**config.mk**
```make
export PLATFORM = sky130hd
export DESIGN_NAME = s_smp_io
export DESIGN_NICKNAME = d
export VERILOG_FILES = /design/src/rtl/s_smp_io.sv
export SDC_FILE = /design/constraint.sdc
export NUM_CORES = 1
export LEC_CHECK = 0
export CAP_MARGIN = 20
export CORE_MARGIN = 5
export CORE_UTILIZATION = 50
export CTS_CLUSTER_SIZE = 28
export DETAILED_ROUTE_END_ITERATION = 10
export HOLD_SLACK_MARGIN = 0.05
export PLACE_DENSITY = 0.71
export RECOVER_POWER = 50
export SYNTH_ARGS = -nofsm -noshare
export SYNTH_HDL_FRONTEND = slang
export SYNTH_SLANG_ARGS = --single-unit
```
**constraint.sdc**
```tcl
create_clock -name clk -period 3.37 [get_ports clk]
set_input_delay 0.674 -clock clk [delete_from_list [all_inputs] [get_ports clk]]
set_output_delay 0.674 -clock clk [all_outputs]
set_load 0.005 [all_outputs]
```
**src/rtl/s_smp_io.sv**
```systemverilog
// S-SMP I/O register block: the $00F0-$00FF window seen by the SPC700.
// It holds the CPU-to-APU mailbox ports, the DSP register link, the
// CONTROL/IPL switch and three prescaled timers with 4-bit read-to-clear
// output counters.
module s_smp_io #(
  parameter int T01_DIV = 128,
  parameter int T2_DIV  = 16
) (
  input  logic        clk,
  input  logic        reset,
  input  logic        cpu_en,
  input  logic [15:0] s_addr,
  input  logic        s_read,
  input  logic        s_write,
  input  logic [7:0]  s_wdata,
  output logic [7:0]  s_rdata,
  output logic        s_sel,
  input  logic [1:0]  m_port,
  input  logic        m_read,
  input  logic        m_write,
  input  logic [7:0]  m_wdata,
  output logic [7:0]  m_rdata,
  output logic [7:0]  dsp_addr,
  output logic        dsp_write,
  output logic [7:0]  dsp_wdata,
  input  logic [7:0]  dsp_rdata,
  output logic        ipl_en
);

  localparam int PW = (T01_DIV > 1) ? $clog2(T01_DIV) : 1;
  localparam logic [PW-1:0] T01_LAST = PW'(T01_DIV - 1);
  localparam logic [PW-1:0] T2_MASK  = PW'(T2_DIV - 1);

  // Architectural state
  logic [7:0]    test_q,      test_d;
  logic [7:0]    control_q,   control_d;
  logic [7:0]    dspaddr_q,   dspaddr_d;
  logic [7:0]    aux0_q,      aux0_d;
  logic [7:0]    aux1_q,      aux1_d;
  logic [7:0]    in_q   [4];
  logic [7:0]    in_d   [4];
  logic [7:0]    out_q  [4];
  logic [7:0]    out_d  [4];
  logic [7:0]    target_q [3];
  logic [7:0]    target_d [3];
  logic [7:0]    stage2_q [3];
  logic [7:0]    stage2_d [3];
  logic [3:0]    cnt_q    [3];
  logic [3:0]    cnt_d    [3];
  logic [PW-1:0] presc_q,     presc_d;
  logic          dsp_write_q, dsp_write_d;
  logic [7:0]    dsp_wdata_q, dsp_wdata_d;

  // Access decode
  logic        s_act;
  logic        s_wr;
  logic        s_rd;
  logic [3:0]  reg_idx;
  logic [15:0] wr_sel;
  logic [2:0]  tick;
  logic [2:0]  rise;
  logic [2:0]  inc;
  logic [2:0]  hit;
  logic [2:0]  rd_clr;
  logic [7:0]  s2_inc [3];
  logic [7:0]  rdata;
  logic        unused_ok;

  assign s_sel   = (s_addr[15:4] == 12'h00F);
  assign s_act   = cpu_en & s_sel;
  assign s_wr    = s_act & s_write;
  assign s_rd    = s_act & s_read;
  assign reg_idx = s_addr[3:0];
  assign wr_sel  = s_wr ? (16'h0001 << reg_idx) : 16'h0000;

  // TEST contents and the unused CONTROL bits have no readback path.
  assign unused_ok = ^{m_read, test_q, control_q[6:3]};

  // Stage-1 ticks: timers 0/1 on the prescaler wrap, timer 2 on every
  // wrap of its low bits; both only on a cpu_en cycle.
  always_comb begin
    tick[0] = cpu_en & (presc_q == T01_LAST);
    tick[1] = cpu_en & (presc_q == T01_LAST);
    tick[2] = cpu_en & ((presc_q & T2_MASK) == T2_MASK);
  end

  // Next-state for registers, mailbox latches and the DSP write pulse.
  always_comb begin
    test_d      = wr_sel[0] ? s_wdata : test_q;
    control_d   = wr_sel[1] ? s_wdata : control_q;
    dspaddr_d   = wr_sel[2] ? s_wdata : dspaddr_q;
    aux0_d      = wr_sel[8] ? s_wdata : aux0_q;
    aux1_d      = wr_sel[9] ? s_wdata : aux1_q;
    dsp_write_d = wr_sel[3];
    dsp_wdata_d = wr_sel[3] ? s_wdata : dsp_wdata_q;
    presc_d     = cpu_en ? (presc_q + PW'(1)) : presc_q;
    for (int p = 0; p < 4; p++) begin
      // A main-CPU write to a port beats a same-cycle CONTROL clear.
      if (m_write && (m_port == 2'(p))) begin
        in_d[p] = m_wdata;
      end else if (wr_sel[1] && s_wdata[4 + (p / 2)]) begin
        in_d[p] = 8'h00;
      end else begin
        in_d[p] = in_q[p];
      end
      out_d[p] = wr_sel[4 + p] ? s_wdata : out_q[p];
    end
    for (int t = 0; t < 3; t++) begin
      target_d[t] = wr_sel[10 + t] ? s_wdata : target_q[t];
    end
  end

  // Timer stage-2 and output counters, including enable-edge restart
  // and read-to-clear that still keeps a coincident increment.
  always_comb begin
    for (int t = 0; t < 3; t++) begin
      rise[t]   = wr_sel[1] & s_wdata[t] & ~control_q[t];
      inc[t]    = control_q[t] & tick[t];
      s2_inc[t] = stage2_q[t] + 8'd1;
      // 8-bit wrap makes a target of 0 behave as 256.
      hit[t]    = inc[t] & (s2_inc[t] == target_q[t]);
      rd_clr[t] = s_rd & (reg_idx == 4'(13 + t));

      if (rise[t]) begin
        stage2_d[t] = 8'h00;
      end else if (inc[t]) begin
        stage2_d[t] = hit[t] ? 8'h00 : s2_inc[t];
      end else begin
        stage2_d[t] = stage2_q[t];
      end

      if (rise[t]) begin
        cnt_d[t] = 4'h0;
      end else if (rd_clr[t]) begin
        cnt_d[t] = hit[t] ? 4'h1 : 4'h0;
      end else if (hit[t]) begin
        cnt_d[t] = cnt_q[t] + 4'h1;
      end else begin
        cnt_d[t] = cnt_q[t];
      end
    end
  end

  // S-side read mux; unselected or write-only addresses return 0.
  always_comb begin
    rdata = 8'h00;
    if (s_sel) begin
      case (reg_idx)
        4'h2:                   rdata = dspaddr_q;
        4'h3:                   rdata = dsp_rdata;
        4'h4, 4'h5, 4'h6, 4'h7: rdata = in_q[reg_idx[1:0]];
        4'h8:                   rdata = aux0_q;
        4'h9:                   rdata = aux1_q;
        4'hD:                   rdata = {4'h0, cnt_q[0]};
        4'hE:                   rdata = {4'h0, cnt_q[1]};
        4'hF:                   rdata = {4'h0, cnt_q[2]};
        default:                rdata = 8'h00;
      endcase
    end else begin
      rdata = 8'h00;
    end
  end

  assign s_rdata   = rdata;
  assign m_rdata   = out_q[m_port];
  assign dsp_addr  = dspaddr_q;
  assign dsp_write = dsp_write_q;
  assign dsp_wdata = dsp_wdata_q;
  assign ipl_en    = control_q[7];

  // State update; reset overrides every same-cycle access.
  always_ff @(posedge clk) begin
    if (reset) begin
      test_q      <= 8'h00;
      control_q   <= 8'hB0;
      dspaddr_q   <= 8'h00;
      aux0_q      <= 8'h00;
      aux1_q      <= 8'h00;
      presc_q     <= '0;
      dsp_write_q <= 1'b0;
      dsp_wdata_q <= 8'h00;
      for (int p = 0; p < 4; p++) begin
        in_q[p]  <= 8'h00;
        out_q[p] <= 8'h00;
      end
      for (int t = 0; t < 3; t++) begin
        target_q[t] <= 8'h00;
        stage2_q[t] <= 8'h00;
        cnt_q[t]    <= 4'h0;
      end
    end else begin
      test_q      <= test_d;
      control_q   <= control_d;
      dspaddr_q   <= dspaddr_d;
      aux0_q      <= aux0_d;
      aux1_q      <= aux1_d;
      presc_q     <= presc_d;
      dsp_write_q <= dsp_write_d;
      dsp_wdata_q <= dsp_wdata_d;
      for (int p = 0; p < 4; p++) begin
        in_q[p]  <= in_d[p];
        out_q[p] <= out_d[p];
      end
      for (int t = 0; t < 3; t++) begin
        target_q[t] <= target_d[t];
        stage2_q[t] <= stage2_d[t];
        cnt_q[t]    <= cnt_d[t];
      end
    end
  end

endmodule

```
==> flow_metrics.env <==
export IMPL_cp_data_arrival_time_ps=2590
export IMPL_required_ps=2700
export IMPL_p_int_uw=3440
export IMPL_place_hpwl_mm=15.7
export IMPL_critical_path_class="input pin to output port"
export IMPL_sw_frac_of_total_pct=23.5
export IMPL_hp_class="register to register"
export IMPL_io_buffers=82
export IMPL_place_congestion=0.894
export IMPL_end_kind="output port"
export IMPL_cap_violations=0
export IMPL_num_vias=7106
export IMPL_wirelength_mm=22.4
export IMPL_cts_buffers=17
export IMPL_power_frac_seq_pct=48.3
export IMPL_power_switching_uw=1060
export IMPL_ir_worst_vdd_mv=0.393
export IMPL_syn_area_mm2=0.00842
export IMPL_n_antenna_cell=0
export IMPL_ys_warn_count=0
export IMPL_synth_cells=888
export IMPL_clock_path_buffers=2
export IMPL_skew_ps=10.2
export IMPL_cts_sinks=168
export IMPL_wl_met1_mm=9.82
export IMPL_wire_per_inst_um=17.9
export IMPL_clock_root_buffer="clkbuf_16"
export IMPL_p_per_area_mw_per_mm2=428
export IMPL_grt_max_degree=71
export IMPL_clk_latency_ps=430
export IMPL_final_hold_viol_count=0
export IMPL_dp_slack_ps=-328
export IMPL_viasPerCell=5.69
export IMPL_async_flop_share_pct=0
export IMPL_syn_nets=944
export IMPL_relSlewSlack_pct=50.3
export IMPL_fillers=1359
export IMPL_clk_pin_slew_ps=70
export IMPL_multi_input_area_mm2=0.00414
export IMPL_drt_pass1_iterations=5
export IMPL_route_met3_wl_mm=1.29
export IMPL_grt_total_usage_pct=22.9
export IMPL_syn_to_final_growth_pct=24.9
export IMPL_fin_crit_ps=3270
export IMPL_start_util_pct=50.9
export IMPL_fmax_mhz=306
export IMPL_drive_gt1_share_pct=13.3
export IMPL_drt_iter0_markers=490
export IMPL_grt_pass1_vias=6805
export IMPL_holdWs_ps=452
export IMPL_die_area_mm2=0.0195
export IMPL_fin_nets=1071
export IMPL_wl_met2_mm=10.7
export IMPL_finalCritPeriodShare_pct=97.0
export IMPL_cts_tree="done"
export IMPL_drtAntennaViolNets=0
export IMPL_layout_commonest_cell="nand2_1"
export IMPL_worst_pin_slew_ps=746
export IMPL_num_rows=47
export IMPL_slew_violations=0
export IMPL_synth_ff_type="dfxtp_1"
export IMPL_core_mm2=0.0165
export IMPL_drc=0
export IMPL_setup_viol=0
export IMPL_leakage_uw=0.00373
export IMPL_critPathLaunchType="input pin"
export IMPL_rsz0062_at_grt="no"
export IMPL_syn_area_per_cell_um2=9.48
export IMPL_ys_ff_latch=168
export IMPL_status="finished, final reports clean"
export IMPL_grt_pass1_wl_mm=35.7
export IMPL_ys_seq_area_share_pct=47.6
export IMPL_ioPinCount=84
export IMPL_synth_edf_count=64
export IMPL_dr_max_layer_used="met4"
export IMPL_final_cell_mix="nand2_1 (125), dfxtp_1 (104), a21oi_1 (68)"
export IMPL_antenna_found_initial=0
export IMPL_finalSetupTns_ps=0
export IMPL_crit_fanout=3
export IMPL_grt_overflow_total=0
export IMPL_yosysUniqueCellTypes=66
export IMPL_die_h_um=140
export IMPL_pwr_share_comb_pct=7.9
export IMPL_htreeDepth=4
export IMPL_clockPowerShare_pct=43.8
export IMPL_fin_ws_ps=102
export IMPL_dieWidth_um=140
export IMPL_seqCellArea_mm2=0.00400
==> per-stage QoR <==
| stage | total power (uW) | instances | instance area, um2 | utilization [%] |
|---|---|---|---|---|
| after floorplan | 2370 | 888 | 8420 | - |
| after global placement | 2560 | 1213 | 9910 | 60.0 |
| final | 4490 | 1248 | 10500 | 63.6 |
| after detailed placement | 2560 | 1213 | 9910 | 60.0 |
| after CTS | 4530 | 1248 | 10600 | 64.0 |
| after global routing | 4640 | 1248 | 10500 | 63.6 |
==> power by group through the flow <==
stage	clock [uW]	sequential [uW]	combinational, uW
2_1_floorplan	0	2210	161
3_3_place_gp	0	2210	345
3_5_place_dp	0	2210	348
4_1_cts	2000	2170	357
5_1_grt	2090	2170	379
6_report	1970	2170	355
==> timing repair <==
action | 4_1_cts | 5_1_grt
resized for setup | 12 | 4
pin swaps | 1 | 0
setup endpoints to repair | 8 | 4
cloned | 1 | 0
setup buffers | 2 | 0
hold buffers | 0 | 0
==> critical path, stage by stage <==
cell and delay (ps):
clkdlybuf4s50_1 430, nor4_2 310, buf_4 180, nand3_2 110, a311o_1 320, buf_4 160, a21oi_2 150, dlygate4sd2_1 260
==> final timing paths <==
check | from | to | slack, ps | depth (start not counted)
setup / recovery | s_addr[13] | s_rdata[2] | 100 | 8
hold / removal | aux1_q[3] | aux1_q[3] | 450 | 2
setup reg to reg | stage2_q[0][8] | cnt_q[0][7] | 590 | 7
hold reg to reg | aux1_q[3] | aux1_q[3] | 450 | 2
==> kinds of logic (layout without fill, tap and decap cells) <==
| kind of cell | after synthesis | in the layout | share of synthesized area, % |
|---|---|---|---|
| xor+xnor | 36 | 36 | 3.75 |
| flops | 168 | 168 | 47.6 |
| mux | 46 | 46 | 7.91 |
| fa+ha+maj | 7 | 7 | 1.04 |
| buf+inv | 77 | 217 | 3.61 |
| simple gates | 387 | 387 | 23.6 |
| compound gates | 167 | 167 | 12.5 |
==> metal layers <==
metal	global-route usage [%]	vias up
met4	7.90	0
li1	-	3482
met5	0	-
met1	30.5	3360
met2	37.1	234
met3	5.08	30
==> synthesized netlist by cell type (all sizes together) (13+ instances only) <==
cell / count / area share (%)
a21oi: 70 / 4.2
a22oi: 13 / 1.2
and2: 58 / 4.3
buf: 13 / 0.74
clkbuf: 45 / 2.0
dfxtp: 104 / 25
edfxtp: 64 / 23
inv: 19 / 0.85
mux2i: 26 / 3.1
mux4: 16 / 4.3
nand2: 125 / 5.6
nand3: 35 / 2.1
nand4: 18 / 1.4
nor2: 60 / 2.7
nor3: 21 / 1.3
o21ai: 18 / 1.1
xnor2: 22 / 2.3
xor2: 14 / 1.5
==> layout make-up <==
cell class              count  area share (%)
clock inverters            14            1.55
inverters                  19           0.678
multi-input cells         643            39.4
repair buffers            166            13.6
well taps                 220            2.62
flip-flops and latches    168            38.1
clock buffers              18            4.08
==> state kept, by name, summed over array words and instances, names as in the netlist <==
| register | count |
|---|---|
| aux0_q | 8 |
| aux1_q | 8 |
| cnt_q | 12 |
| control_q | 4 |
| dsp_addr | 8 |
| dsp_wdata | 8 |
| dsp_write | 1 |
| in_q | 32 |
| out_q | 32 |
| presc_q | 7 |
| stage2_q | 24 |
| target_q | 24 |
Note: power is estimated with default switching activity, not from simulation.
